==> src/rtl/mc_control_fsm.sv <==
// Main control sequencer of the multicycle MIPS datapath.
// Moore FSM: datapath selects/enables are registered alongside the state they belong to.
module mc_control_fsm #(
   parameter logic [5:0] OP_RTYPE = 6'h00,
   parameter logic [5:0] OP_LW    = 6'h23,
   parameter logic [5:0] OP_SW    = 6'h2B,
   parameter logic [5:0] OP_BEQ   = 6'h04,
   parameter logic [5:0] OP_ADDI  = 6'h08,
   parameter logic [5:0] OP_J     = 6'h02
) (
   input  logic       clk,
   input  logic       rst_n,
   input  logic [5:0] op,
   input  logic       zero,
   output logic       irwrite,
   output logic       pcen,
   output logic       iord,
   output logic       memwrite,
   output logic       regwrite,
   output logic       memtoreg,
   output logic       regdst,
   output logic       alusrca,
   output logic [1:0] alusrcb,
   output logic [1:0] aluop,
   output logic [1:0] pcsrc,
   output logic [3:0] state,
   output logic       illegal
);

   typedef enum logic [3:0] {
      StFetch  = 4'd0,
      StDecode = 4'd1,
      StMemAdr = 4'd2,
      StMemRd  = 4'd3,
      StMemWb  = 4'd4,
      StMemWr  = 4'd5,
      StExec   = 4'd6,
      StAluWb  = 4'd7,
      StBeq    = 4'd8,
      StAddiEx = 4'd9,
      StAddiWb = 4'd10,
      StJump   = 4'd11,
      StBadOp  = 4'd12
   } state_e;

   typedef struct packed {
      logic       irwrite;
      logic       pcwrite;
      logic       branch;
      logic       iord;
      logic       memwrite;
      logic       regwrite;
      logic       memtoreg;
      logic       regdst;
      logic       alusrca;
      logic [1:0] alusrcb;
      logic [1:0] aluop;
      logic [1:0] pcsrc;
      logic       illegal;
   } ctrl_t;

   state_e state_q, state_d;
   ctrl_t  ctrl_q;

   // Control word for a given state; unlisted fields and unreachable encodings are all-zero.
   function automatic ctrl_t decode(input state_e s);
      ctrl_t c;
      c = '0;
      case (s)
         StFetch: begin
            c.irwrite = 1'b1;
            c.pcwrite = 1'b1;
            c.alusrcb = 2'b01;
         end
         StDecode: c.alusrcb = 2'b11;
         StMemAdr: begin
            c.alusrca = 1'b1;
            c.alusrcb = 2'b10;
         end
         StMemRd: c.iord = 1'b1;
         StMemWb: begin
            c.regwrite = 1'b1;
            c.memtoreg = 1'b1;
         end
         StMemWr: begin
            c.iord     = 1'b1;
            c.memwrite = 1'b1;
         end
         StExec: begin
            c.alusrca = 1'b1;
            c.aluop   = 2'b10;
         end
         StAluWb: begin
            c.regwrite = 1'b1;
            c.regdst   = 1'b1;
         end
         StBeq: begin
            c.alusrca = 1'b1;
            c.aluop   = 2'b01;
            c.branch  = 1'b1;
            c.pcsrc   = 2'b01;
         end
         StAddiEx: begin
            c.alusrca = 1'b1;
            c.alusrcb = 2'b10;
         end
         StAddiWb: c.regwrite = 1'b1;
         StJump: begin
            c.pcwrite = 1'b1;
            c.pcsrc   = 2'b10;
         end
         StBadOp: c.illegal = 1'b1;
         default: c = '0;
      endcase
      return c;
   endfunction

   always_comb begin
      state_d = StFetch;
      case (state_q)
         StFetch: state_d = StDecode;
         StDecode: begin
            if (op == OP_LW || op == OP_SW) state_d = StMemAdr;
            else if (op == OP_RTYPE)        state_d = StExec;
            else if (op == OP_BEQ)          state_d = StBeq;
            else if (op == OP_ADDI)         state_d = StAddiEx;
            else if (op == OP_J)            state_d = StJump;
            else                            state_d = StBadOp;
         end
         StMemAdr: state_d = (op == OP_LW) ? StMemRd : StMemWr;
         StMemRd:  state_d = StMemWb;
         StExec:   state_d = StAluWb;
         StAddiEx: state_d = StAddiWb;
         default:  state_d = StFetch;
      endcase
   end

   // Control word is preloaded with FETCH values so the first cycle after release is correct.
   always_ff @(posedge clk or negedge rst_n) begin
      if (!rst_n) begin
         state_q <= StFetch;
         ctrl_q  <= decode(StFetch);
      end else begin
         state_q <= state_d;
         ctrl_q  <= decode(state_d);
      end
   end

   // Reset masks every control output immediately, independent of the clock.
   assign irwrite  = rst_n & ctrl_q.irwrite;
   assign pcen     = rst_n & (ctrl_q.pcwrite | (ctrl_q.branch & zero));
   assign iord     = rst_n & ctrl_q.iord;
   assign memwrite = rst_n & ctrl_q.memwrite;
   assign regwrite = rst_n & ctrl_q.regwrite;
   assign memtoreg = rst_n & ctrl_q.memtoreg;
   assign regdst   = rst_n & ctrl_q.regdst;
   assign alusrca  = rst_n & ctrl_q.alusrca;
   assign alusrcb  = {2{rst_n}} & ctrl_q.alusrcb;
   assign aluop    = {2{rst_n}} & ctrl_q.aluop;
   assign pcsrc    = {2{rst_n}} & ctrl_q.pcsrc;
   assign illegal  = rst_n & ctrl_q.illegal;
   assign state    = state_q;

endmodule

==> config.mk <==
export PLATFORM = sky130hd
export DESIGN_NAME = mc_control_fsm
export DESIGN_NICKNAME = d
export VERILOG_FILES = /design/src/rtl/mc_control_fsm.sv
export SDC_FILE = /design/constraint.sdc
export NUM_CORES = 1
export LEC_CHECK = 0
export CORE_MARGIN = 1.5
export CORE_UTILIZATION = 51
export CTS_BUF_LIST = sky130_fd_sc_hd__clkbuf_4 sky130_fd_sc_hd__clkbuf_8
export DETAILED_ROUTE_END_ITERATION = 6
export HOLD_SLACK_MARGIN = 0.1
export PLACE_DENSITY = 0.86
export REMOVE_ABC_BUFFERS = 1
export SLEW_MARGIN = 10
export SYNTH_ARGS = -nofsm -noshare
export SYNTH_HDL_FRONTEND = slang
export SYNTH_SLANG_ARGS = --single-unit
==> constraint.sdc <==
create_clock -name clk -period 2.66 [get_ports clk]
set_input_delay 0.665 -clock clk [delete_from_list [all_inputs] [get_ports clk]]
set_output_delay 0.665 -clock clk [all_outputs]
set_load 0.05 [all_outputs]
; After elaboration in Yosys (flattened, before gate mapping)
; Index checks and enable logic that the tools add are counted.
[word_totals]
register_bits = 20
inputBits = 9
output_inout_bits = 19
wordCells = 79
[classes]
n_eq_ne = 22
muxes = 20
bitwise_logic = 14
reduce_logical = 9
[ops]
columns = operator, count
row1 = 4-bit == test (second input constant), 6
row2 = 4-bit case mux with 6 select lines, 1
row3 = 4-bit by 3-bit == test with 1-bit output (second input constant), 5
row4 = 4-bit by 2-bit == test with 1-bit output (second input constant), 4
row5 = 6-bit == test (second input constant), 2
row6 = 3-bit two-way mux, 4
row7 = 1-bit AND, 10
row8 = 1-bit two-way mux, 10
row9 = 4-bit by 1-bit == test with 1-bit output (second input constant), 2
row10 = 4-bit zero test, 2
row11 = 4-bit two-way mux, 2
row12 = 2-bit case mux with 2 select lines, 2
row13 = 2-bit AND, 3
row14 = 6-bit by 2-bit == test with 1-bit output (second input constant), 1
row15 = 6-bit by 3-bit == test with 1-bit output (second input constant), 1
row16 = 6-bit by 4-bit == test with 1-bit output (second input constant), 1
row17 = 6-bit zero test, 1
row18 = 2-bit case mux with 3 select lines, 1
row19 = 2-bit OR reduction, 3
row20 = 4-bit OR reduction, 1
row21 = 3-bit OR reduction, 1
row22 = 1-bit logical OR, 1
row23 = 1-bit OR, 1

; Depth between registers and ports, before layout
; Gate-level depths: netlist of the first run.
[logic_depth]
ltp_word = 10
mapped_depth = 6

; Least setup slack after synthesis of the first run
; OpenSTA, ideal clock, no wires.
[synth_path]
path_type = input -> output
from = in zero
to = out pcen
arrival_time_ns = 1.409
required_ns = 1.995
slack_ns = 0.586
cell_stages = 2
n_path_buf = 0
path_cell_list = a21oi_1 -> nor2b_1
[synth_via]
elab_chain_cells = 3
[synth_lines]
columns = item, line_no
row1 = "start, declared", 14  ; input logic zero,
row2 = 1-bit AND, 151  ; assign pcen = rst_n & (ctrl_q.pcwrite | (ctrl_q.branch & zero));
row3 = 1-bit OR, 151
row4 = 1-bit AND, 151
row5 = "end, declared", 16  ; output logic pcen,
; Every way passes these cells.

; Worst setup path after layout of the first run
[layout_path]
from = in rst_n
to = out pcsrc[1]
[layout_via]
elab_chain_cells = 1
[layout_lines]
columns = item, line_no
row1 = "start, declared", 12  ; input logic rst_n,
row2 = 2-bit AND, 160  ; assign pcsrc = {2{rst_n}} & ctrl_q.pcsrc;
row3 = "end, declared", 25  ; output logic [1:0] pcsrc,
; Every way passes these cells.

==> results by group, run 1 <==
Detailed routing
  • Met2 Routed Length: 998 µm
  • DRC viols: 0
  • Post-route ant nets: 0
  • Wire length per cell: 14.3 µm
  • Routed metal-1 wirelength: 761 µm
  • Post-DR vias/cell: 5.56
  • Pre-antenna DRT Iters: 4
  • DRT iter0 DRCs: 28
  • Total Wirelength: 1.93 mm
  • Met3 Wirelength: 67 µm
  • Top sig layer: met4
  • Vias: 751

Setup path
  • Crit. End Element: output pin
  • Worst setup SP type: input port
  • Critical Path Slowest Stage Cell: clkdlybuf4s50_1
  • Crit-path leading delay family: buffers and inverters
  • Worst endpoint required time: 2.00 ns
  • Worst Path Arrival: 1.79 ns
  • WP buf/inv: 3
  • Critical path peak fanout: 17
  • Worst Path Class, Setup: input port to output pin
  • Slowest cell delay on critical path: 0.54 ns
  • Worst path cell trace: clkdlybuf4s50_1, buf_4, and2_1, buf_12

Die
  • DIE WIDTH: 45.1 µm
  • Row count: 15
  • Initial core utilization: 53.4%
  • Full die area: 2030 µm²
  • IO Pins: 28
  • Core ar.: 1690 µm²
  • Chip height: 45.1 µm

STA
  • Fmax: 407 MHz
  • Finish-stage setup viols: 0
  • Final hold slack: 0.672 ns
  • Clock skew: 0.00980 ns
  • RSZ-0062 raised after global routing: false
  • Slew Limit Fails: 0
  • Min cycle time layout: 2.46 ns
  • Tcrit/Tclk final: 92.4%
  • Final hold viol count: 0
  • Slew Limit Headroom: 62.9%
  • Worst-Margin Slew: 0.543 ns

Synthesis
  • Post-synth ARST share: 100%
  • Post-synth top area cell: dfrtp_1
  • Compound-Gate Fraction of Synth Area: 14.0%
  • Combinational family with the most area after synthesis: simple AND/OR/NAND/NOR gates
  • Synth cell types: 32
  • Simple-Gate Fraction of Synth Area: 28.6%
  • Synth Instances: 87
  • Register area share after synthesis: 50.3%
  • Top_reg_cell synth: dfrtp_1
  • Syn_area_per_cell: 10.4 µm²
  • Post-Synth XOR/XNOR Area: 1.94%
  • Number of synthesized flops with an enable pin: 0
  • YS warnings: 0
  • Mapped cell area: 902 µm²
  • Top cell type's share of synthesized area: 41.6%
  • Top cells by area, synth: dfrtp_1, and2_1, dfstp_2, o41ai_4, nor2_1
  • Flops & latches, synth: 18
  • Share of synthesized cell area in full adder, half adder and majority cells: 0%
  • Mux contribution to synthesized area: 0%

Global routing
  • First-pass GRT wire length: 3.44 mm
  • GRT Total Usage: 24.9%
  • GR Overflow Total: 0
  • Largest net degree at the start of global routing: 18
  • Vias in the first global route: 737
  • Antenna violations before repair: 0

Clock tree
  • Setup Buffers After CTS: 0
  • Num CTS Buffers: 3
  • Longest Clk Path Bufs: 2
  • H-tree levels: 1
  • Sink Count: 18
  • Clock Latency Late Sink: 0.30 ns
  • Post-CTS Resized: 0
  • Hold_buf cts: 0
  • Clock Root Buffer: clkbuf_4
  • Clk pin slew, worst setup/hold paths: 0.10 ns
  • TritonCTS clock tree: done

Layout
  • Layout fillers: 85
  • Non-Filler Cell Area, Final: 1380 µm²
  • N_diodes: 0
  • Commonest cells after routing, fill and taps aside: dfrtp_1, buf_12, and2_1, clkdlybuf4s50_1, nor2_1
  • Final nets: 128
  • Layout cells sized above 1: 26.3%
  • Layout area overhead: 53.3%

Placement
  • Number of port buffers: 27
  • Dpl cell area: 1350 µm²
  • Dpl hpwl: 1.55 mm
  • Final weighted congestion in routability-driven placement: 0.821

Flow run
  • MaxCap Viol Count: 0

Power
  • Cell leakage power: 0.620 nW
  • VDD IR max: 0.000511 V
  • Pwr per Cell Area: 673 nW/µm²

Outcome
  • Status: complete, no violations

Min path
  • Hold Crit Class: flop to flop
[cells in the mapped netlist (2+ instances only)]
cell type	count
a21oi_1	5
and2_1	14
buf_4	2
dfrtp_1	15
dfstp_2	3
inv_1	3
nand2_1	4
nand2b_1	2
nand3_1	2
nor2_1	7
nor2b_1	3
nor3_1	4
nor3b_1	2
or2_1	2
xnor2_1	2
[per-layer routing]
| layer | vias up | GRT usage (%) |
|---|---|---|
| li1 | 359 | - |
| met1 | 359 | 28.6 |
| met2 | 24 | 41.4 |
| met3 | 9 | 4.80 |
| met4 | 0 | 17.1 |
| met5 | - | 0 |
[worst register-to-register path: cells and delay by family (launching register included)]
| family | cells | cell delay (ns) |
|---|---|---|
| AO/OA/AOI/OAI | 2 | 0.71 |
| flip-flops | 1 | 0.56 |
| AND/OR/NAND/NOR | 3 | 0.56 |
[where the power goes]
| part | switching, W | total, W | internal (W) |
|---|---|---|---|
| Sequential | 0.0000333 | 0.000362 | 0.000329 |
| Clock | 0.0000853 | 0.000169 | 0.0000836 |
| Combinational | 0.000225 | 0.000400 | 0.000175 |
[worst paths after layout]
path | to | cells past startpoint | from | slack [ns]
setup / recovery | pcsrc[1] | 4 | rst_n | 0.20
hold / removal | state[0]$_DFF_PN0_ | 1 | state[1]$_DFF_PN0_ | 0.67
setup reg to reg | ctrl_q[14]$_DFF_PN1_ | 5 | state[0]$_DFF_PN0_ | 0.75
hold reg to reg | state[0]$_DFF_PN0_ | 1 | state[1]$_DFF_PN0_ | 0.67
max in group asynchronous | ctrl_q[14]$_DFF_PN1_ | 2 | rst_n | 1.65
min in group asynchronous | state[1]$_DFF_PN0_ | 2 | rst_n | 0.76
[metrics by stage]
step | worst slack, ns | TNS, ns | instances | power, W | util, %
after floorplan | 0.586 | 0 | 82 | 0.000591 | -
after global placement | 0.0903 | 0 | 131 | 0.000753 | 79.7
after detailed placement | -0.0179 | -0.0179 | 131 | 0.000767 | 79.7
after CTS | 0.180 | 0 | 135 | 0.000936 | 81.9
after global routing | 0.116 | 0 | 135 | 0.000984 | 81.9
final | 0.201 | 0 | 135 | 0.000931 | 81.9
[kinds of logic (layout without fill, tap and decap cells)]
family / count (synthesis) / after routing
compound gates: 14 / 14
xor+xnor: 2 / 2
buf+inv: 8 / 39
flops: 18 / 18
simple gates: 45 / 45
[flip-flops by register name, indices dropped and copies added, names as in the netlist]
name    count
state       4
ctrl_q     14
[cell type report]
class                           instances  area (µm²)  area share (%)
Tap cell                               17        21.3            1.54
Sequential cell                        18         454            32.9
Clock buffer                            4        36.3            2.62
Inverter                                3        11.3           0.814
Timing Repair Buffer                   32         458            33.1
Multi-Input combinational cell         61         402            29.0
Power figures use the tool's default switching activity.
==> run 2: changes to the inputs <==
--- a/constraint.sdc
+++ b/constraint.sdc
@@ -3,2 +3,2 @@
 set_output_delay 0.665 -clock clk [all_outputs]
-set_load 0.05 [all_outputs]
+set_load 0.005 [all_outputs]
==> run 2 against run 1 <==
Total power down 16%. Sequential share of layout area up 2.3 points. Design area down 6.6%. Final cell count up 2.2%. Sequential power about the same. Via count down 1.9%.
==> results by group, run 2 (synthesized netlist as in run 1, its figures left out) <==
Outcome
  • Status: complete, no violations (unchanged)

Clock tree
  • Clk pin slew, worst setup/hold paths: 0.10 ns (about the same)
  • Sink Count: 18 (unchanged)
  • Hold_buf cts: 0 (unchanged)
  • Clock Latency Late Sink: 0.28 ns (was 0.30 ns)
  • Num CTS Buffers: 3 (unchanged)
  • Longest Clk Path Bufs: 2 (unchanged)
  • Setup Buffers After CTS: 0 (unchanged)
  • TritonCTS clock tree: done (unchanged)
  • H-tree levels: 1 (unchanged)
  • Clock Root Buffer: clkbuf_4 (unchanged)

Detailed routing
  • Vias: 737 (was 751)
  • DRC viols: 0 (unchanged)
  • Post-route ant nets: 0 (unchanged)
  • Wire length per cell: 13.2 µm (was 14.3 µm)
  • Post-DR vias/cell: 5.34 (was 5.56)
  • Pre-antenna DRT Iters: 4 (unchanged)
  • DRT iter0 DRCs: 12 (was 28)
  • Total Wirelength: 1.82 mm (was 1.93 mm)

Setup path
  • Worst Path Arrival: 1.86 ns (was 1.79 ns)
  • Crit-path leading delay family: buffers and inverters (unchanged)
  • Worst Path Class, Setup: input port to output pin (unchanged)
  • Slowest cell delay on critical path: 0.49 ns (was 0.54 ns)
  • Worst path cell trace: dlygate4sd2_1, bufbuf_16, and2_1, clkdlybuf4s50_1 (was clkdlybuf4s50_1, buf_4, and2_1, buf_12)
  • Worst setup SP type: input port (unchanged)
  • WP buf/inv: 3 (unchanged)
  • Worst endpoint required time: 2.00 ns (about the same)
  • Crit. End Element: output pin (unchanged)
  • Critical Path Slowest Stage Cell: clkdlybuf4s50_1 (unchanged)
  • Critical path peak fanout: 12 (was 17)

STA
  • Tcrit/Tclk final: 95.0% (was 92.4%)
  • Final hold viol count: 0 (unchanged)
  • Finish-stage setup viols: 0 (unchanged)
  • Slew Limit Fails: 0 (unchanged)
  • Fmax: 396 MHz (was 407 MHz)
  • Final hold slack: 0.633 ns (was 0.672 ns)
  • Slew Limit Headroom: 67.7% (was 62.9%)
  • Min cycle time layout: 2.53 ns (was 2.46 ns)
  • Worst-Margin Slew: 0.473 ns (was 0.543 ns)
  • Setup TNS: 0 ns (unchanged)
  • Clock skew: 0.00141 ns (was 0.00980 ns)
  • RSZ-0062 raised after global routing: false (unchanged)

Power
  • Pwr per Cell Area: 606 nW/µm² (was 673 nW/µm²)
  • Cell leakage power: 0.581 nW (was 0.620 nW)
  • VDD IR max: 0.000433 V (was 0.000511 V)

Global routing
  • Vias in the first global route: 690 (was 737)
  • GR Overflow Total: 0 (unchanged)
  • Antenna violations before repair: 0 (unchanged)
  • Largest net degree at the start of global routing: 14 (was 18)
  • First-pass GRT wire length: 2.99 mm (was 3.44 mm)
  • GRT Total Usage: 20.2% (was 24.9%)

Layout
  • Non-Filler Cell Area, Final: 1290 µm² (was 1380 µm²)
  • Final nets: 131 (was 128)
  • N_diodes: 0 (unchanged)
  • Max reg flops: 14 (unchanged)
  • Largest reg by FF count: ctrl_q (unchanged)
  • Most common cell after layout, fill and taps aside: clkdlybuf4s50_1
  • Layout area overhead: 43.1% (was 53.3%)
  • Layout cells sized above 1: 15.7% (was 26.3%)
  • Commonest cells after routing, fill and taps aside: clkdlybuf4s50_1, dfrtp_1, and2_1, nor2_1, buf_4 (was dfrtp_1, buf_12, and2_1, clkdlybuf4s50_1, nor2_1)

Placement
  • Dpl hpwl: 1.28 mm (was 1.55 mm)
  • Final weighted congestion in routability-driven placement: 0.743 (was 0.821)
  • Number of port buffers: 27 (unchanged)
  • Dpl cell area: 1220 µm² (was 1350 µm²)

Min path
  • Hold Crit Class: input port to async pin (was flop to flop)

Die
  • IO Pins: 28 (unchanged)
  • Full die area: 2030 µm² (unchanged)
  • Row count: 15 (unchanged)
  • Core ar.: 1690 µm² (unchanged)
  • Initial core utilization: 53.4% (unchanged)
  • Chip height: 45.1 µm (unchanged)
  • DIE WIDTH: 45.1 µm (unchanged)

Flow run
  • MaxCap Viol Count: 0 (unchanged)
==> run 2: path summary, 6_finish.rpt <==
path                       depth (start not counted)             endpoint  slack [ns]                from
max                                                4                 iord        0.13               rst_n
min                                                2  ctrl_q[8]$_DFF_PN0_        0.63               rst_n
max reg2reg                                        5  ctrl_q[6]$_DFF_PN0_        0.75  state[2]$_DFF_PN0_
min reg2reg                                        1   state[0]$_DFF_PN0_        0.68  state[1]$_DFF_PN0_
max in group asynchronous                          3  ctrl_q[5]$_DFF_PN1_        1.68               rst_n
min in group clk                                   1   state[0]$_DFF_PN0_        0.68  state[1]$_DFF_PN0_
==> run 2: power breakdown <==
group          switching (W)  internal [W]  total, W  leakage [nW]
logic               0.000106      0.000145  0.000251         0.320
clock network      0.0000832     0.0000832  0.000166        0.0210
registers          0.0000364      0.000329  0.000365         0.240
total               0.000226      0.000557  0.000783         0.581
==> run 2: stage by stage <==
step                      worst slack, ns  std cells  total power (W)  util [%]
after floorplan                     0.610         82         0.000485         -
after global placement             0.0249        133         0.000602      72.4
after detailed placement          0.00142        133         0.000615      72.4
after CTS                           0.136        138         0.000785      76.4
after global routing               0.0643        138         0.000826      76.4
final                               0.132        138         0.000783      76.4
==> run 2: metal layers <==
metal | global-route usage [%] | share of wire [%]
met5 | 0 | 0
met4 | 7.06 | 0.77
met3 | 4.40 | 4.5
met2 | 36.0 | 52
met1 | 23.8 | 42
==> run 2: area by class of cell <==
class	instances	area (µm²)
sequential	18	454
multi-input combinational	61	402
fill	117	398
timing repair buffer	35	367
clock buffer	4	36.3
tap	17	21.3
inverter	3	11.3
==> run 2: repair_timing <==
| item | CTS | global route |
|---|---|---|
| gates resized for setup | 1 | 0 |
| setup endpoints to repair | 1 | 0 |
| endpoints found under the hold margin | 0 | 0 |
